[src/rtl/branch_router_fifo_pkg.sv]
// Shared definitions for the instruction decoder, the branch router and the
// per-branch execution units: default geometry and the payload field layout.
package branch_router_fifo_pkg;

  localparam int N_INSTR_BRANCHES = 4;
  localparam int INSTR_FIFO_DEPTH = 4;

  localparam int BLOCK_W   = 8;
  localparam int OP_W      = 8;
  localparam int ARGS_W    = 64;
  localparam int ACC_W     = 32;
  localparam int COMMIT_W  = 12;
  localparam int FLAGS_W   = 4;
  localparam int INSTR_PAYLOAD_W = BLOCK_W + OP_W + ARGS_W + ACC_W + COMMIT_W + FLAGS_W;

  // Field order matches the decoder's packing, MSB first.
  typedef struct packed {
    logic [BLOCK_W-1:0]  block;
    logic [OP_W-1:0]     op;
    logic [ARGS_W-1:0]   args;
    logic [ACC_W-1:0]    acc;
    logic [COMMIT_W-1:0] commit_id;
    logic [FLAGS_W-1:0]  flags;
  } instr_payload_t;

  function automatic logic [INSTR_PAYLOAD_W-1:0] pack_payload(input instr_payload_t p);
    return INSTR_PAYLOAD_W'(p);
  endfunction

  function automatic instr_payload_t unpack_payload(input logic [INSTR_PAYLOAD_W-1:0] v);
    return instr_payload_t'(v);
  endfunction

endpackage

[src/rtl/branch_router_fifo_branch_fifo.sv]
// Single-clock FIFO for one execution branch. Head is read straight out of the
// storage registers, so it is stable for as long as the entry is not popped.
module branch_fifo
  import branch_router_fifo_pkg::*;
#(
  parameter int PAYLOAD_WIDTH = INSTR_PAYLOAD_W,
  parameter int DEPTH         = INSTR_FIFO_DEPTH,
  parameter int LVL_W         = $clog2(DEPTH) + 1
) (
  input  logic                     clk,
  input  logic                     reset,
  input  logic                     enable,
  input  logic                     flush,
  input  logic                     push,
  input  logic                     pop,
  input  logic [PAYLOAD_WIDTH-1:0] push_data,
  output logic                     full,
  output logic                     empty,
  output logic [LVL_W-1:0]         level,
  output logic [PAYLOAD_WIDTH-1:0] head
);

  localparam int PTR_W = $clog2(DEPTH);

  logic [PTR_W-1:0]         wr_ptr_q, wr_ptr_d;
  logic [PTR_W-1:0]         rd_ptr_q, rd_ptr_d;
  logic [LVL_W-1:0]         level_q, level_d;
  logic [PAYLOAD_WIDTH-1:0] mem_q [DEPTH];
  logic                     clear;
  logic                     do_push;
  logic                     do_pop;

  assign full  = (level_q == LVL_W'(DEPTH));
  assign empty = (level_q == '0);
  assign level = level_q;
  assign head  = mem_q[rd_ptr_q];

  // Reset and flush override any push/pop presented in the same cycle.
  assign clear   = reset | (enable & flush);
  assign do_push = ~clear & enable & push & ~full;
  assign do_pop  = ~clear & enable & pop & ~empty;

  always_comb begin
    wr_ptr_d = wr_ptr_q;
    rd_ptr_d = rd_ptr_q;
    level_d  = level_q;
    if (clear) begin
      wr_ptr_d = '0;
      rd_ptr_d = '0;
      level_d  = '0;
    end else begin
      if (do_push) wr_ptr_d = wr_ptr_q + PTR_W'(1);
      if (do_pop)  rd_ptr_d = rd_ptr_q + PTR_W'(1);
      case ({do_push, do_pop})
        2'b10:   level_d = level_q + LVL_W'(1);
        2'b01:   level_d = level_q - LVL_W'(1);
        default: level_d = level_q;
      endcase
    end
  end

  always_ff @(posedge clk) begin
    wr_ptr_q <= wr_ptr_d;
    rd_ptr_q <= rd_ptr_d;
    level_q  <= level_d;
  end

  // Storage carries no reset; only the pointers and level define validity.
  always_ff @(posedge clk) begin
    if (do_push) mem_q[wr_ptr_q] <= push_data;
  end

endmodule

[src/rtl/branch_router_fifo.sv]
// Routes one decoded instruction payload per cycle into per-branch FIFOs,
// broadcasting atomically when the branch mask has more than one bit set.
module branch_router_fifo
  import branch_router_fifo_pkg::*;
#(
  parameter int PAYLOAD_WIDTH = INSTR_PAYLOAD_W,
  parameter int N_BRANCHES    = N_INSTR_BRANCHES,
  parameter int DEPTH         = INSTR_FIFO_DEPTH,
  parameter int LVL_W         = $clog2(DEPTH) + 1
) (
  input  logic                                clk,
  input  logic                                reset,
  input  logic                                enable,
  input  logic                                flush,
  input  logic                                in_valid,
  output logic                                in_ready,
  input  logic [PAYLOAD_WIDTH-1:0]            in_payload,
  input  logic [N_BRANCHES-1:0]               in_branch_mask,
  output logic [N_BRANCHES-1:0]               out_valid,
  input  logic [N_BRANCHES-1:0]               out_ready,
  output logic [N_BRANCHES*PAYLOAD_WIDTH-1:0] out_payload,
  output logic [N_BRANCHES*LVL_W-1:0]         level,
  output logic                                empty_mask_err
);

  logic [N_BRANCHES-1:0] full;
  logic [N_BRANCHES-1:0] empty;
  logic [N_BRANCHES-1:0] push;
  logic [N_BRANCHES-1:0] pop;
  logic                  take_in;
  logic                  err_q, err_d;

  // Uses only registered full flags, so a same-cycle pop on a full target
  // still blocks the input; out_ready never reaches in_ready.
  always_comb begin
    in_ready = enable & ~flush;
    for (int i = 0; i < N_BRANCHES; i++) begin
      if (in_branch_mask[i] && full[i]) in_ready = 1'b0;
    end
  end

  assign take_in   = in_valid & in_ready;
  assign push      = {N_BRANCHES{take_in}} & in_branch_mask;
  assign out_valid = ~empty;
  assign pop       = out_valid & out_ready & {N_BRANCHES{enable}};

  always_comb begin
    err_d = take_in & ~(|in_branch_mask);
    if (reset || (enable && flush)) err_d = 1'b0;
  end

  always_ff @(posedge clk) begin
    err_q <= err_d;
  end

  assign empty_mask_err = err_q;

  for (genvar g = 0; g < N_BRANCHES; g++) begin : g_branch
    branch_fifo #(
      .PAYLOAD_WIDTH (PAYLOAD_WIDTH),
      .DEPTH         (DEPTH),
      .LVL_W         (LVL_W)
    ) u_fifo (
      .clk       (clk),
      .reset     (reset),
      .enable    (enable),
      .flush     (flush),
      .push      (push[g]),
      .pop       (pop[g]),
      .push_data (in_payload),
      .full      (full[g]),
      .empty     (empty[g]),
      .level     (level[g*LVL_W +: LVL_W]),
      .head      (out_payload[g*PAYLOAD_WIDTH +: PAYLOAD_WIDTH])
    );
  end

endmodule

[config.mk]
export PLATFORM = sky130hd
export DESIGN_NAME = branch_router_fifo
export DESIGN_NICKNAME = d
export VERILOG_FILES = /design/src/rtl/branch_router_fifo_pkg.sv /design/src/rtl/branch_router_fifo_branch_fifo.sv /design/src/rtl/branch_router_fifo.sv
export SDC_FILE = /design/constraint.sdc
export NUM_CORES = 1
export LEC_CHECK = 0
export CORE_UTILIZATION = 30
export DETAILED_ROUTE_END_ITERATION = 12
export SLEW_MARGIN = 40
export SYNTH_ARGS = -nofsm -noshare
export SYNTH_HDL_FRONTEND = slang
export SYNTH_SLANG_ARGS = --single-unit
[constraint.sdc]
create_clock -name clk -period 7.2 [get_ports clk]
set_input_delay 0.72 -clock clk [delete_from_list [all_inputs] [get_ports clk]]
set_output_delay 0.72 -clock clk [all_outputs]
set_load 0.03 [all_outputs]
==> results of run 1 <==
==> state kept, by name, summed over array words and instances (netlist names), named ones only <==
name and flops:
empty_mask_err 1, g_branch.u_fifo.mem_q 2048, g_branch.u_fifo.rd_ptr_q 8, g_branch.u_fifo.level 12, g_branch.u_fifo.wr_ptr_q 8
==> layout by cell type (no fill, tap or decap), drive strengths merged, types with 8 or more instances in the layout <==
| cell | Yosys | final |
|---|---|---|
| a21oi | 9 | 9 |
| and3 | 22 | 22 |
| buf | 84 | 65 |
| bufinv | 0 | 10 |
| clkbuf | 32 | 278 |
| clkdlybuf4s50 | 0 | 665 |
| clkinv | 0 | 77 |
| clkinvlp | 0 | 14 |
| dfxtp | 37 | 37 |
| edfxtp | 2048 | 2048 |
| ha | 20 | 20 |
| inv | 26 | 39 |
| mux4 | 512 | 512 |
| nand2 | 10 | 10 |
| nand3 | 9 | 9 |
| nor2 | 20 | 20 |
| o21ai | 9 | 9 |
| or3 | 8 | 8 |
| xor2 | 8 | 8 |
==> layout make-up <==
| type | count | area share (%) |
|---|---|---|
| antenna | 3 | 0.008012 |
| clock buffer | 278 | 6.092 |
| clock inverter | 114 | 1.196 |
| inverter | 26 | 0.1042 |
| multi-input combinational | 663 | 13.63 |
| sequential | 2085 | 66.46 |
| tap | 3330 | 4.447 |
| timing repair buffer | 730 | 8.063 |
==> critical path: stages (launching register included) <==
cell,delay [ps]
dfxtp_4,350
buf_12,490
buf_4,670
mux4_2,600
clkdlybuf4s50_1,640
==> layer usage <==
layer	track usage, %	up-vias	share of wire [%]
li1	-	14178	-
met1	20.43	18690	43
met2	23.75	1150	48
met3	3.762	226	7.1
met4	4.154	2	2.4
met5	0	-	0.0047
==> synthesized netlist by cell type, types with 2 or more instances <==
cell type,count,area (um2)
or3b_1,2,17.52
o21ai_0,5,25.02
o311a_1,2,20.02
and2_4,2,17.52
buf_4,8,60.06
and4_4,2,22.52
and4_1,2,17.52
nand3_1,9,45.04
buf_2,62,310.3
mux2i_1,3,30.03
mux4_2,512,11530
xor2_1,8,70.07
nand4bb_1,4,45.04
nand2_1,10,37.54
and3_1,22,137.6
o31ai_2,2,25.02
inv_1,24,90.09
or3_1,8,50.05
ha_1,20,250.2
a21oi_1,9,45.04
xnor2_1,4,35.03
clkbuf_1,32,120.1
o21ai_1,4,20.02
edfxtp_1,2048,61500
inv_2,2,7.510
and2_1,2,12.51
nor2_1,20,75.07
fa_1,4,80.08
buf_1,14,52.55
dfxtp_1,37,740.7
==> worst paths after layout <==
path         cells after the start                         endpoint                      startpoint
max                              4                 out_payload[214]                       flip-flop
min reg2reg                      1                        flip-flop  g_branch[0].u_fifo.rd_ptr_q[1]
max reg2reg                      5  g_branch[3].u_fifo.mem_q[3][44]     g_branch[1].u_fifo.level[0]
min                              1  g_branch[2].u_fifo.mem_q[0][18]                  in_payload[18]
==> logic make-up (layout without fill, tap and decap cells) <==
group / Yosys count / in the layout / synth area share, %
buffers and inverters: 142 / 1148 / 0.8478
DFF: 2085 / 2085 / 82.36
muxes: 515 / 515 / 15.30
xor gates and xnor gates: 12 / 12 / 0.1391
adders and majority gates: 24 / 24 / 0.4371
other: 0 / 3 / 0
AOI/OAI and AO/OA: 25 / 25 / 0.2268
and+or+nand+nor: 87 / 87 / 0.6871
==> metrics by stage <==
| stage | util [%] | setup WS (ps) | cells |
|---|---|---|---|
| after global placement | 34.73 | 3081 | 6827 |
| after CTS | 37.51 | 2465 | 7223 |
| after global routing | 37.54 | 2366 | 7227 |
| final | 37.54 | 2672 | 7229 |
| after detailed placement | 34.77 | 2996 | 6831 |
| after floorplan | - | 2294 | 2890 |
==> power by group <==
part	switching (uW)	leakage, uW	total, uW	internal [uW]
Sequential	9.00	0.0187	13400	13400
Clock	4700	0.00328	10700	5990
Combinational	333	0.00606	486	153
==> out/qor.yml, run 1 <==
cts:
  cts.sinks: 2085
  clock_latency_ps: 890
  max-clock-path-buffers: 3
  h-tree-depth: 4
  cts-root-buf: "clkbuf_16"
  path_clk_slew_ps: 60
  cts_hold_buf: 0
  cts_buffers: 215
  post_cts_resized: 0
  postCtsSetupBuffers: 0
  cts_tree: "built"
cells_and_area:
  layout.area.seq_um2: 62270
  final_area_um2: 93700
  fin_nets: 3886
  multi_input_area_um2: 12770
  n_fill_cell: 22379
  final_layout_size_suffix_gt1_share_pct: 23.54
  area_growth_pct: 23.99
global_route:
  track_usage_pct: 14.98
  antenna_found_initial: 16
  grt_pass1_vias: 35248
  grt_pass1_wl_mm: 272.7
  grt_overflow: 0
  grt_max_degree: 76
place:
  portBuffers: 670
  gp_congestion: 0.7310
  placed_cell_area_um2: 86780
  dp_hpwl_mm: 119.5
floorplanning:
  die_x_um: 503.9
  dieHeight_um: 503.9
  io_pins: 671
  die-area_um2: 253900
  core_um2: 249600
  rows: 183
  start_util_pct: 30.28
pwr:
  p_leak_uw: 0.02807
  total_power_uw: 24550
  ir_drop_v: 0.0003212
  p_per_area_nw_per_um2: 262.0
sta:
  fin_setup_tns_ps: 0
  timing.final.crit_period_ps: 4528
  fmax_mhz: 220.9
  whs_ps: 307.7
  worst_slew_pin_slew_ps: 934.1
  rsz0062_at_grt: "no"
  skew_ps: 91.03
  max-slew-margin-rel_pct: 37.73
  setup_violations: 0
  finalMaxSlewViolations: 0
  hold_violations: 0
  period_share_pct: 62.88
min_path:
  holdCritPathClass: "in -> reg"
routing:
  wl_per_cell_um: 26.62
  vias: 34246
  drc: 0
  ant_nets: 0
  drt-vias-per-instance: 4.737
  drt-total-wl_mm: 192.4
  first_pass_iters: 7
  dr.first_iter.drc_count: 3228
logic_synthesis:
  synth_edf_count: 2048
  yosysWarnings: 0
  syn-cell-area_um2: 75570
  synth_seq_cells: 2085
  syn_inst: 2890
  ys_seq_area_share_pct: 82.36
  synth_ff_type: "edfxtp_1"
  synth_area_per_cell_um2: 26.15
  synth_cell_type_count: 37
  synth-async-reset-ratio_pct: 0
  syn-num-nets: 3055
setup_path:
  cp-end-kind: "output port"
  start_kind: "flip-flop"
  critPathKind: "reg -> out"
  worstPathArrival_ps: 3810
  reg2reg_slack_ps: 4000
  cp_max_fo: 71
  required_ps: 6480
outcome:
  status: "finished clean"
run:
  maxCapViolations: 0
(Power assumes the default switching activity.)
==> run 2, diff against run 1 <==
clock period = 4.11 ns   (was 7.2 ns; I/O delays follow)
==> out/qor.yml, run 2 (synthesized netlist as in run 1, its figures left out) <==
cells_and_area:
  layout.area.seq_um2: 62270  # unchanged
  largest_register_ffs: 2048  # unchanged
  final_layout_size_suffix_gt1_share_pct: 26.51  # +3.0 points
  final_common_cell: "edfxtp_1"
  regMostFlops: "g_branch.u_fifo.mem_q"
  final_cell_mix: "2048 x edfxtp_1, 667 x clkdlybuf4s50_1, 512 x mux4_2, 214 x clkbuf_16, 161 x buf_4"
  fin_nets: 4058  # +4.4%
  multi_input_area_um2: 12770  # unchanged
  area_growth_pct: 26.31
  final_util_pct: 38.25  # +0.70 points
  n_fill_cell: 22092  # -1.3%
  final_area_um2: 95450  # +1.9%
sta:
  period_share_pct: 90.64
  fin_setup_tns_ps: 0  # unchanged
  timing.final.crit_period_ps: 3725
  hold_violations: 0  # unchanged
  finalMaxSlewViolations: 0  # unchanged
  whs_ps: 276.6  # -31.08 ps
  skew_ps: 46.93  # -44.09 ps
  rsz0062_at_grt: "no"
  max-slew-margin-rel_pct: 45.16  # +7.4 points
  setup_violations: 0  # unchanged
  fmax_mhz: 268.4
  worst_slew_pin_slew_ps: 820.0  # -114.1 ps
place:
  placed_cell_area_um2: 88670  # +2.2%
  dp_hpwl_mm: 125.9  # +5.3%
  portBuffers: 670  # unchanged
  gp_congestion: 0.7588  # +3.8%
floorplanning:
  die_x_um: 503.9  # unchanged
  die-area_um2: 253900  # unchanged
  io_pins: 671  # unchanged
  core_um2: 249600  # unchanged
  start_util_pct: 30.28  # unchanged
  rows: 183  # unchanged
  dieHeight_um: 503.9  # unchanged
global_route:
  grt_pass1_wl_mm: 271.7  # -0.36%
  antenna_found_initial: 5  # -11
  grt_max_degree: 57  # -25%
  grt_overflow: 0  # unchanged
  track_usage_pct: 14.74  # -0.25 points
  grt_pass1_vias: 36028  # +2.2%
setup_path:
  cp_max_fo: 17  # -76%
  cp-end-kind: "output port"
  r2r-end: "g_branch[0].u_fifo.level[2]"
  worstPathArrival_ps: 3310  # -500 ps
  crit_path_frequent_cell: "buf_12"
  cp_cell_sequence: "buf_12 -> buf_12 -> mux4_2 -> clkdlybuf4s50_1"
  reg2reg_slack_ps: 1470  # -2530 ps
  critPathKind: "reg -> out"
  crit_path_end: "out_payload[333]"
  reg2reg_depth: 10  # +5
  rr_startpoint: "g_branch[1].u_fifo.level[1]"
  slowest_delay_ps: 640  # -30 ps
  start_kind: "flip-flop"
  slowest_stage: "dfxtp_4"
  required_ps: 3700  # -2780 ps
min_path:
  holdCritPathClass: "in -> reg"
  holdCritStartpoint: "in_valid"
pwr:
  ir_drop_v: 0.0003676  # +14%
  clock_power_share_pct: 43.4  # -0.2 points
  power_frac_comb_pct: 2.0  # about the same
  power_frac_seq_pct: 54.6  # about the same
  p_per_area_nw_per_um2: 449.9  # +72%
  p_leak_uw: 0.02912  # +3.7%
  swShare_pct: 20.31  # -0.23 points
  internal-power_uw: 34220  # +75%
  total_power_uw: 42940  # +75%
  p_sw_uw: 8722  # +73%
cts:
  clock_latency_ps: 840  # -50 ps
  max-clock-path-buffers: 3  # unchanged
  cts_buffers: 211  # -1.9%
  cts-root-buf: "clkbuf_16"
  path_clk_slew_ps: 60  # about the same
  h-tree-depth: 4  # unchanged
  postCtsSetupBuffers: 0  # unchanged
  cts_tree: "built"
  cts.sinks: 2085  # unchanged
routing:
  first_pass_iters: 5  # -2
  ant_nets: 0  # unchanged
  drt-total-wl_mm: 189.8  # -1.4%
  drc: 0  # unchanged
  vias: 35026  # +2.3%
  wl_per_cell_um: 25.65  # -3.6%
  drt-vias-per-instance: 4.734  # about the same
  dr.first_iter.drc_count: 3264  # +1.1%
outcome:
  status: "finished clean"
run:
  maxCapViolations: 0  # unchanged
-- run 2: cell types whose count changed in the layout (fill, tap and decap cells not counted), sizes merged --
cell and change:
dlygate4sd3 +2, clkinv +20, buf +172, clkinvlp -8
inv -6, clkdlybuf4s50 +2, clkbuf -17, bufinv +5
-- run 2: final cells by class --
type,count,area share [%]
flip-flops and latches,2085,65.24
inverters,26,0.1022
clock buffers,261,5.795
repair buffers,906,9.829
multi-input cells,663,13.38
diodes,3,0.007865
clock inverters,125,1.283
well taps,3330,4.365
-- run 2: critical path, delay by kind of cell, from the launching register on --
kind	cells	cell delay, ps
multiplexers	1	580
flip-flops	1	640
buffers and inverters	3	1110
-- run 2: stage by stage --
step / instances / setup slack (ps)
after floorplan: 2890 / 905.1
after global placement: 7007 / 849.5
after detailed placement: 7008 / 745.1
after CTS: 7396 / 206.2
after global routing: 7397 / 205.2
final: 7399 / 384.8
-- run 2: worst min path at each step --
| stage | endpoint | slack, ps | depth (start not counted) |
|---|---|---|---|
| 6_report | empty_mask_err | 280 | 2 |
| 5_1_grt | empty_mask_err | 200 | 2 |
| 4_1_cts | empty_mask_err | 130 | 2 |
| 3_5_place_dp | flip-flop | 440 | 1 |
| 3_3_place_gp | flip-flop | 430 | 1 |
| 2_1_floorplan | flip-flop | 430 | 1 |
-- run 2: power groups by stage --
stage	combinational, uW	sequential (uW)	clock [uW]
floorplan	227	23900	0
global placement	864	23900	0
detailed placement	888	23900	0
CTS	890	23400	19100
global route	930	23400	19800
finish	872	23400	18600
-- run 2: what timing repair did --
action,4_1_cts,5_1_grt
resized for setup,0,0
endpoints found under the hold margin,14,0
hold buffers,2,0
-- run 2: metal layers --
layer	track usage [%]	up-vias	part of all wire, %
met4	3.690	2	1.9
met2	23.29	1229	47
met1	20.55	19054	44
met5	0	-	0.0068
met3	3.330	223	6.6
li1	-	14518	-
